**config.mk**
```make
export PLATFORM = sky130hd
export DESIGN_NAME = fpu_seq
export DESIGN_NICKNAME = d
export VERILOG_FILES = /design/src/rtl/fpu_seq.sv
export SDC_FILE = /design/constraint.sdc
export NUM_CORES = 1
export LEC_CHECK = 0
export ABC_CLOCK_PERIOD_IN_PS = 13500
export CORE_MARGIN = 2
export CORE_UTILIZATION = 39
export CTS_BUF_LIST = sky130_fd_sc_hd__clkbuf_8
export CTS_CLUSTER_SIZE = 20
export DETAILED_ROUTE_END_ITERATION = 6
export HOLD_SLACK_MARGIN = 0.02
export PLACE_DENSITY = 0.59
export REMOVE_ABC_BUFFERS = 1
export SKIP_LAST_GASP = 1
export SLEW_MARGIN = 30
export SYNTH_ARGS = -nofsm -noshare
export SYNTH_HDL_FRONTEND = slang
export SYNTH_SLANG_ARGS = --single-unit
```
**constraint.sdc**
```tcl
create_clock -name clk -period 13.5 [get_ports clk]
set_input_delay 1.35 -clock clk [delete_from_list [all_inputs] [get_ports clk]]
set_output_delay 1.35 -clock clk [all_outputs]
set_load 0.005 [all_outputs]
```
**src/rtl/fpu_seq.sv**
```systemverilog
// fpu_seq: multi-cycle IEEE-754 add/sub/compare/mov unit for the COP1 path.
// Subnormal inputs flush to zero, results round to nearest-even, no subnormal outputs.
module fpu_seq #(
    parameter  int EXP_W = 8,
    parameter  int MAN_W = 23,
    localparam int W     = 1 + EXP_W + MAN_W
) (
    input  logic         clk,
    input  logic         rst,
    input  logic         start,
    input  logic [2:0]   op,
    input  logic [W-1:0] a,
    input  logic [W-1:0] b,
    output logic         busy,
    output logic         done,
    output logic [W-1:0] result,
    output logic         cc,
    output logic [3:0]   flags
);
    localparam int MW  = MAN_W + 4;   // hidden + fraction + G/R/S
    localparam int SW  = MAN_W + 5;   // MW plus carry-out
    localparam int EW  = EXP_W + 2;   // two's-complement working exponent
    localparam int LZW = $clog2(MW + 1);
    localparam logic [EW-1:0] EALL = {2'b00, {EXP_W{1'b1}}};
    localparam logic [W-1:0]  QNAN = {1'b0, {EXP_W{1'b1}}, 1'b1, {(MAN_W-1){1'b0}}};

    typedef enum logic [2:0] {IDLE, UNPACK, ALIGN, ADDSUB, NORM, ROUND} state_t;
    state_t state;
    logic   arith;

    function automatic logic [LZW-1:0] lzc(input logic [MW-1:0] v);
        logic [LZW-1:0] n;
        logic           hit;
        n   = '0;
        hit = 1'b0;
        for (int i = MW - 1; i >= 0; i--) begin
            hit = hit | v[i];
            if (!hit) n = n + LZW'(1);
        end
        return n;
    endfunction

    // Input decode, shared by the compare/mov retire and the add/sub capture
    logic [EXP_W-1:0] ea_in, eb_in;
    logic             zero_a, zero_b, nan_a, nan_b, inf_a, inf_b, sb_in, inv_in;
    logic [W-2:0]     mag_a, mag_b;
    logic             eq, lt, cmp;
    logic [W-1:0]     sp_in;

    assign ea_in  = a[W-2:MAN_W];
    assign eb_in  = b[W-2:MAN_W];
    assign zero_a = ~|ea_in;
    assign zero_b = ~|eb_in;
    assign nan_a  = (&ea_in) & (|a[MAN_W-1:0]);
    assign nan_b  = (&eb_in) & (|b[MAN_W-1:0]);
    assign inf_a  = (&ea_in) & ~(|a[MAN_W-1:0]);
    assign inf_b  = (&eb_in) & ~(|b[MAN_W-1:0]);
    assign sb_in  = b[W-1] ^ op[0];
    assign inv_in = nan_a | nan_b | (inf_a & inf_b & (a[W-1] ^ sb_in));
    assign mag_a  = zero_a ? '0 : a[W-2:0];
    assign mag_b  = zero_b ? '0 : b[W-2:0];
    assign eq     = (mag_a == mag_b) && ((a[W-1] == b[W-1]) || (mag_a == '0));
    assign lt     = !eq && ((a[W-1] != b[W-1]) ? a[W-1]
                                               : (a[W-1] ? (mag_a > mag_b) : (mag_a < mag_b)));

    always_comb begin
        case (op)
            3'b010:  cmp = eq;
            3'b011:  cmp = lt | eq;
            3'b100:  cmp = lt;
            3'b101:  cmp = ~lt;
            default: cmp = ~(lt | eq);
        endcase
        if (nan_a | nan_b) cmp = 1'b0;
    end

    always_comb begin
        if (inv_in)     sp_in = QNAN;
        else if (inf_a) sp_in = {a[W-1], {EXP_W{1'b1}}, {MAN_W{1'b0}}};
        else            sp_in = {sb_in, {EXP_W{1'b1}}, {MAN_W{1'b0}}};
    end

    // Pipeline registers; each stage reloads every cycle from the one before
    logic             sa, sb, sp, sp_inv;
    logic [EXP_W-1:0] ea, eb;
    logic [MAN_W:0]   ma, mb;
    logic [W-1:0]     sp_val;
    logic             sx_r, sub_r, ss_r, ns_r, nz_r;
    logic [EXP_W-1:0] ex_r, es_r;
    logic [MW-1:0]    mx_r, my_r, nm_r;
    logic [SW-1:0]    sum_r;
    logic [EW-1:0]    ne_r;

    // Align: the smaller magnitude shifts right, losing bits into sticky
    logic             a_big;
    logic [EXP_W-1:0] ex, ey, diff;
    logic [MAN_W:0]   mx, my;
    logic [MW-1:0]    sh_hi, sh_lo, my_al;

    assign a_big          = {ea, ma} >= {eb, mb};
    assign ex             = a_big ? ea : eb;
    assign ey             = a_big ? eb : ea;
    assign mx             = a_big ? ma : mb;
    assign my             = a_big ? mb : ma;
    assign diff           = ex - ey;
    assign {sh_hi, sh_lo} = {my, 3'b000, {MW{1'b0}}} >> diff;
    assign my_al          = (int'(diff) >= MAN_W + 3) ? {{(MW-1){1'b0}}, |my}
                                                      : {sh_hi[MW-1:1], sh_hi[0] | (|sh_lo)};

    logic [SW-1:0] sum;
    assign sum = sub_r ? ({1'b0, mx_r} - {1'b0, my_r}) : ({1'b0, mx_r} + {1'b0, my_r});

    logic [LZW-1:0] lz;
    logic [MW-1:0]  nm;
    logic [EW-1:0]  ne;
    assign lz = lzc(sum_r[MW-1:0]);

    always_comb begin
        if (sum_r[SW-1]) begin
            nm = {sum_r[SW-1:2], sum_r[1] | sum_r[0]};
            ne = {2'b00, es_r} + EW'(1);
        end else begin
            nm = sum_r[MW-1:0] << lz;
            ne = {2'b00, es_r} - EW'(lz);
        end
    end

    logic             up, inexact;
    logic [MAN_W+1:0] rm;
    logic [EW-1:0]    re;
    logic [MAN_W-1:0] frac;
    logic [W-1:0]     rnd_res;
    logic [3:0]       rnd_fl;

    assign inexact = |nm_r[2:0];
    assign up      = nm_r[2] & (nm_r[1] | nm_r[0] | nm_r[3]);
    assign rm      = {1'b0, nm_r[MW-1:3]} + (MAN_W+2)'(up);
    assign re      = rm[MAN_W+1] ? ne_r + EW'(1) : ne_r;
    assign frac    = rm[MAN_W+1] ? rm[MAN_W:1] : rm[MAN_W-1:0];

    always_comb begin
        rnd_res = {ns_r, re[EXP_W-1:0], frac};
        rnd_fl  = {3'b000, inexact};
        if (sp) begin
            rnd_res = sp_val;
            rnd_fl  = {sp_inv, 3'b000};
        end else if (nz_r) begin
            rnd_res = {ns_r, {(W-1){1'b0}}};
            rnd_fl  = 4'b0000;
        end else if ($signed(re) >= $signed(EALL)) begin
            rnd_res = {ns_r, {EXP_W{1'b1}}, {MAN_W{1'b0}}};
            rnd_fl  = 4'b0101;
        end else if (re[EW-1] || re == '0) begin
            rnd_res = {ns_r, {(W-1){1'b0}}};
            rnd_fl  = 4'b0011;
        end
    end

    always_ff @(posedge clk) begin
        if (state == IDLE && start) begin
            sa     <= a[W-1];
            sb     <= sb_in;
            ea     <= ea_in;
            eb     <= eb_in;
            ma     <= zero_a ? '0 : {1'b1, a[MAN_W-1:0]};
            mb     <= zero_b ? '0 : {1'b1, b[MAN_W-1:0]};
            sp     <= nan_a | nan_b | inf_a | inf_b;
            sp_inv <= inv_in;
            sp_val <= sp_in;
        end
        sx_r  <= a_big ? sa : sb;
        sub_r <= sa ^ sb;
        ex_r  <= ex;
        mx_r  <= {mx, 3'b000};
        my_r  <= my_al;
        sum_r <= sum;
        es_r  <= ex_r;
        ss_r  <= (sum == '0 && sub_r) ? 1'b0 : sx_r;
        nm_r  <= nm;
        ne_r  <= ne;
        ns_r  <= ss_r;
        nz_r  <= (sum_r == '0);
    end

    always_ff @(posedge clk) begin
        if (rst) begin
            state  <= IDLE;
            arith  <= 1'b0;
            busy   <= 1'b0;
            done   <= 1'b0;
            result <= '0;
            cc     <= 1'b0;
            flags  <= '0;
        end else begin
            done <= 1'b0;
            case (state)
                IDLE: if (start) begin
                    state <= UNPACK;
                    busy  <= 1'b1;
                    arith <= ~op[2] & ~op[1];
                    if (op == 3'b111) begin
                        result <= b;
                        flags  <= '0;
                        done   <= 1'b1;
                    end else if (op[2] | op[1]) begin
                        cc    <= cmp;
                        flags <= {nan_a | nan_b, 3'b000};
                        done  <= 1'b1;
                    end
                end
                UNPACK: begin
                    state <= arith ? ALIGN : IDLE;
                    busy  <= arith;
                end
                ALIGN:  state <= ADDSUB;
                ADDSUB: state <= NORM;
                NORM: begin
                    state  <= ROUND;
                    done   <= 1'b1;
                    result <= rnd_res;
                    flags  <= rnd_fl;
                end
                ROUND: begin
                    state <= IDLE;
                    busy  <= 1'b0;
                end
                default: state <= IDLE;
            endcase
        end
    end
endmodule

```
# Word level (Yosys, flattened, before mapping)

Cells that the tools add are included.
Widths: inputs -> output; s select.

Flip-flop bits (word level): 280
Output and inout bits: 39

Add/subtract/negate cells: 33
Order comparisons: 5
Equal/unequal tests: 16
Shifts and indexed selects: 2
Muxes and demuxes: 71
Bitwise logic cells: 54
Reductions and logical operators: 28

Operators by type and width:

| kind                | count |
|---|---|
| $mux 31             | 5 |
| $add 5x1->5 const B | 26 |
| $mux 5              | 26 |
| $mux 32             | 4 |
| $mux 24             | 4 |
| $pmux 32 s2         | 1 |
| $logic_not 28->1    | 2 |
| $shr 54x8->54       | 1 |
| $reduce_or 23->1    | 2 |
| $or 1x1->1          | 36 |
| $ge 32x32->1        | 1 |
| $eq 31x31->1        | 1 |
| $gt 31x31->1        | 1 |
| $logic_not 31->1    | 1 |
| $lt 31x31->1        | 1 |
| $add 27x27->28      | 1 |
| $mux 28             | 1 |
| $sub 27x27->28      | 1 |
| $reduce_or 27->1    | 1 |
| $shl 27x5->27       | 1 |
| $mux 26             | 1 |
| $add 24x1->25       | 1 |
| $reduce_or 24->1    | 1 |
| $mux 23             | 1 |
| 41 further kinds    | 88 |

# Longest topological paths before layout

Depth after elaboration: 55
Depth in mapped cells: 65
Mapped depth without buffers: 62

# Least setup slack after synthesis

No wires, ideal clock.

Path kind: reg-to-reg
From: register sum_r[25]
To: register ne_r[7]
Setup time: 0.120 ns
Arrival: 12.172 ns
Data required time: 13.380 ns
Path slack: 1.208 ns
Cell stages (with the launch flop): 65
Clock period less this slack: 12.292 ns
Cell sequence: dfxtp_1 -> inv_1 -> a21oi_1 -> ha_1 -> nor2b_1 -> o31ai_1 -> inv_1 -> ha_1 -> mux2i_1 -> nand3_1 -> a311o_1 -> and2_1 -> ha_1 -> nor2_1 -> a211oi_1 -> nor2_1 -> nand2_1 -> nand2_1 -> [... 29 more ...] -> clkbuf_1 -> clkbuf_1 -> ha_1 -> nand3_1 -> nand2_1 -> mux2i_1 -> nor2_1 -> o22ai_1 -> maj3_2 -> xnor3_2 -> xnor2_4 -> buf_6 -> ha_1 -> inv_1 -> o21ai_0 -> nor3_1 -> a41oi_1 -> xnor2_1

Cells in the longest elaborated chain, start to end: 54

Ends and longest elaborated chain:

| what                   | line | source |
|---|---|---|
| start, declared        | 91   | `logic [SW-1:0] sum_r;` |
| start signal, assigned | 176  | `sum_r <= sum;` |
| $or 1x1->1 *           | 37   | `hit = hit \| v[i];` |
| $mux 5                 | 38   | `if (!hit) n = n + LZW'(1);` |
| $add 5x1->5            | 38   |  |
| $mux 5                 | 38   |  |
| $add 5x1->5            | 38   |  |
| $mux 5                 | 38   |  |
| $add 5x1->5            | 38   |  |
| $mux 5                 | 38   |  |
| [... 39 more ...]      | -    |  |
| $mux 5                 | 38   |  |
| $add 5x1->5            | 38   |  |
| $mux 5                 | 38   |  |
| $add 5x1->5            | 38   |  |
| $mux 5 *               | 38   |  |
| $sub 8x5->9 *          | 124  | `ne = {2'b00, es_r} - EW'(lz);` |
| $mux 10 *              | 119  | `if (sum_r[SW-1]) begin` |
| net ne[7]              | 115  | `logic [EW-1:0] ne;` |
| end signal, assigned   | 180  | `ne_r <= ne;` |
| end, declared          | 92   | `logic [EW-1:0] ne_r;` |

The timed path passes the listed nets; every way through them passes the cells marked *.
A chain may end at the register's enable or synchronous reset.

# Final worst setup path

From: register sum_r[25]
To: register nm_r[23]

Cells in the longest elaborated chain, start to end: 54

Ends and longest elaborated chain:

| what                 | line | source |
|---|---|---|
| $or 1x1->1           | 37   |  |
| $mux 5               | 38   |  |
| $add 5x1->5          | 38   |  |
| $mux 5               | 38   |  |
| $add 5x1->5          | 38   |  |
| $mux 5               | 38   |  |
| $add 5x1->5          | 38   |  |
| $mux 5               | 38   |  |
| [... 39 more ...]    | -    |  |
| $mux 5               | 38   |  |
| $add 5x1->5          | 38   |  |
| $mux 5               | 38   |  |
| $add 5x1->5          | 38   |  |
| $mux 5               | 38   |  |
| $shl 27x5->27 *      | 123  | `nm = sum_r[MW-1:0] << lz;` |
| $mux 26 *            | 119  |  |
| net nm[23]           | 114  | `logic [MW-1:0] nm;` |
| end signal, assigned | 179  | `nm_r <= nm;` |
| end, declared        | 90   | `logic [MW-1:0] mx_r, my_r, nm_r;` |

Marked as above.

==> results <==
- The filler cell count in the final layout is 5,099.
- The critical path class is register to register.
- The area of the mapped netlist is 20,330 um^2.
- The number of global-route vias before repair was 18,018.
- Dividing total power by cell area gives a power density of 153.5 nW/um^2.
- Entering global routing, the biggest net connects 73 pins.
- Along the worst path, the maximum fanout reaches 21.
- Compared with the post-synthesis result, the final layout area differs by 13.04%.
- Timing analysis after detailed placement gives a worst setup slack of 836.3 ps.
- The first global-routing pass estimated 101.5 mm of wire.
- The number of top-level pins is 109.
- STA classifies the critical path startpoint as a register.
- The clock network latency to the later pin of the worst-skew pair is 590 ps.
- The worst setup slack after layout is 940.6 ps.
- The number of enable-type register cells in the synthesized netlist is 70.
- At the end of routability-driven placement, the weighted congestion stood at 0.9588.
- The proportion of netlist area held by the largest area contributor is 17.73%.
- The count of vias placed by the detailed router is 18,901.
- The number of synthesized register bits is 250.
- The arrival time of the worst setup path is 13,080 ps.
- Setup repair after global routing left no endpoint under its margin.
- The net count reported at finish is 2,751.
- In the final routing, the length of wire on met1 measures 29.78 mm.
- The post-detailed-route wirelength per cell is 20.20 um.
- The met2 wire length is 29.28 mm.
- The worst stage delay on the critical path is 550 ps.
- The sequential cell area fraction in the yosys report is 28.07%.
- Global routing used 23.75% of the available tracks across all layers.
- The number of H-tree levels is 2.
- The cell that appears most often on the critical path is sky130_fd_sc_hd__ha_1.
- The width of the chip is 232.3 um.
- The peak clock frequency supported by timing is 79.62 MHz.
- The total count of max-transition violations in the final report is 0.
- The final routed wirelength across all metal layers is 65.58 mm.
- The setup-violating endpoint count in the final report is 0.
- Yosys printed 0 warnings.
- Data on the critical path is required at its endpoint by 14,020 ps.
- The average via count per standard cell is 5.821.
- The tightest min-delay check is of the register to register type.
- Ranked by instance count, the synthesized netlist is headed by 248 x sky130_fd_sc_hd__nand2_1, 195 x sky130_fd_sc_hd__nor2_1, 180 x sky130_fd_sc_hd__dfxtp_1, 150 x sky130_fd_sc_hd__o21ai_0, 148 x sky130_fd_sc_hd__inv_1.
- Across the run, the number of max-cap violations was 0.
- The maximum resistive drop on vdd is 0.07475 mV.
- The kind of end point of the critical path is a register.
- The relative slew slack is 32.19%.
- After routing, the total negative slack on setup checks comes to 0 ps.
- The post-route netlist has 7.441% of its cells at a drive strength greater than 1.
- The area enclosed by the die boundary is 53,960 um^2.
- After synthesis, the cell types taking the most area are sky130_fd_sc_hd__dfxtp_1 18%, sky130_fd_sc_hd__edfxtp_1 10%, sky130_fd_sc_hd__ha_1 8.9%.
- The synthesized area per cell is 8.170 um^2.
- The final-report hold violation count was 0.
- The highest metal layer carrying signal wires in the routed design is met4.
- After detailed routing, the met3 layer carries 3.976 mm of wire.
- The number of buffers inserted during clock tree synthesis is 42.
- The buffer cell driving the clock tree root is sky130_fd_sc_hd__clkbuf_8.
- The cell taking the most area after synthesis is sky130_fd_sc_hd__dfxtp_1.
- The clock transition at the registers of the reported paths is 70 ps.
- In the synthesized netlist the async set-or-reset flop fraction comes to 0%.
- After the first detailed-routing iteration, the DRC count stood at 1,446.
- The minimum hold slack is 321.2 ps.
- The area taken by flip-flops and latches is 5705 um^2.
- Input and output buffers added on the ports amount to 108.
- Measured along the y axis, the die boundary spans 232.3 um.
- Summing all multi-input logic gate instances after layout gives 13,620 um^2.
- The netlist uses 92 different library cells.
- The most common cell in the netlist is sky130_fd_sc_hd__nand2_1.
- The antenna diode count is 0.
- The initial standard-cell utilization of the core is 39.54%.
- The number of remaining DRC errors is 0.
- The TritonCTS clock tree is done.
- The post-layout minimum cycle time is 12,560 ps.
- The worst path uses 93.03% of the clock period.
- Synthesis produced a netlist whose cell count is 2,488.
- The slew at the pin with the worst max-slew slack is 1004 ps.
- The count of nets left with antenna violations once routing finished came out at 0.
- The floorplan has 83 rows.
- The slowest cell on the critical path is sky130_fd_sc_hd__a221oi_1.
- After floorplanning, the core was sized to cover 51,410 um^2.
- The detailed-placement wirelength estimate is 50.72 mm.
- The maximum clock path buffer count is 3.
- The total congestion overflow after global routing is 0.
- The main flop type after synthesis is sky130_fd_sc_hd__dfxtp_1.
- The number of clock sinks is 250.
- The worst clock skew on the final layout is 38.73 ps.
- In this run the static leakage power is 0.009379 uW.
- Before antenna repair, the detailed router went through 5 iterations.
- The number of antenna violations at the first check in global routing is 0.
- The run finished with clean final reports.
## metal layers
| layer | up-vias | GRT usage, % |
|---|---|---|
| met1 | 8909 | 32.66 |
| met4 | 0 | 9.355 |
| li1 | 9142 | - |
| met3 | 131 | 2.529 |
| met2 | 719 | 38.04 |
| met5 | - | 0 |
## layout by cell type, fill, tap and decap left out, types with 51 or more instances in the layout
master / instances
sky130_fd_sc_hd__a21oi_1: 144
sky130_fd_sc_hd__and2_1: 84
sky130_fd_sc_hd__clkbuf_8: 51
sky130_fd_sc_hd__clkdlybuf4s50_1: 108
sky130_fd_sc_hd__dfxtp_1: 180
sky130_fd_sc_hd__edfxtp_1: 70
sky130_fd_sc_hd__ha_1: 145
sky130_fd_sc_hd__inv_1: 156
sky130_fd_sc_hd__mux2i_1: 109
sky130_fd_sc_hd__nand2_1: 247
sky130_fd_sc_hd__nand3_1: 63
sky130_fd_sc_hd__nor2_1: 193
sky130_fd_sc_hd__nor3_1: 87
sky130_fd_sc_hd__o21ai_0: 149
sky130_fd_sc_hd__xnor2_1: 67
## worst max-delay path: cells and delay by family, from the launching register on
family | cells | cell delay [ps]
compound gates | 23 | 4950
fa+ha+maj | 12 | 3270
simple gates | 15 | 1920
buf+inv | 4 | 750
mux | 3 | 740
flops | 1 | 470
xor+xnor | 2 | 380
## state kept, by name, indices dropped and copies added (netlist names), 2 cells and up
register	flops
ea	8
mx_r	24
ex_r	8
state	3
mb	24
ne_r	10
sum_r	28
sp_val	2
eb	8
nm_r	27
flags	4
es_r	8
ma	24
my_r	27
result	32
## metrics by stage
stage               std cells  util [%]  total power (uW)  cell area [um^2]
finish                   3247     44.70              3527             22980
detailed placement       3169     42.74              2707             21970
floorplan                2359         -              2191             19820
global placement         3169     42.70              2697             21950
global route             3247     44.70              3745             22980
CTS                      3246     44.63              3503             22940
## cells by family (layout without fill, tap and decap cells)
family                   Yosys count  count (layout)  share of synthesized area, %
AO/OA/AOI/OAI                    602             602                         19.30
buffers and inverters            281             360                         5.324
flip-flops                       250             250                         28.07
adder cells (fa/ha/maj)          154             154                         9.473
multiplexers                     149             149                         8.802
XOR/XNOR                         119             119                         6.118
AND/OR/NAND/NOR                  933             933                         22.92
## area by class of cell
cell class	instances	area share (%)
clock buffers	51	3.055
clock inverters	26	1.182
inverters	152	2.483
multi-input cells	1957	59.29
flip-flops and latches	250	24.83
well taps	680	3.703
repair buffers	131	5.456
## final timing paths
kind,start,to,slack (ps),cells past startpoint
max reg2reg,sum_r[25]$_DFF_P_,nm_r[23]$_DFF_P_,940,59
max,sum_r[25]$_DFF_P_,nm_r[23]$_DFF_P_,940,59
min,ex_r[5]$_DFF_P_,es_r[5]$_DFF_P_,320,0
min reg2reg,ex_r[5]$_DFF_P_,es_r[5]$_DFF_P_,320,0
## repair_timing
action                     4_1_cts  5_1_grt
hold buffers                     0        0
setup endpoints to repair        0       12
gates resized for setup          0        1
hold endpoints to repair         0        0
setup buffers                    0        1
## where the power goes
group / total, uW / switching [uW] / internal [uW] / leakage (uW)
Sequential: 1170 / 255 / 917 / 0.00216
Combinational: 1570 / 940 / 633 / 0.00669
Clock: 781 / 322 / 459 / 0.000531
No activity file was read; power rests on OpenSTA's default activity.
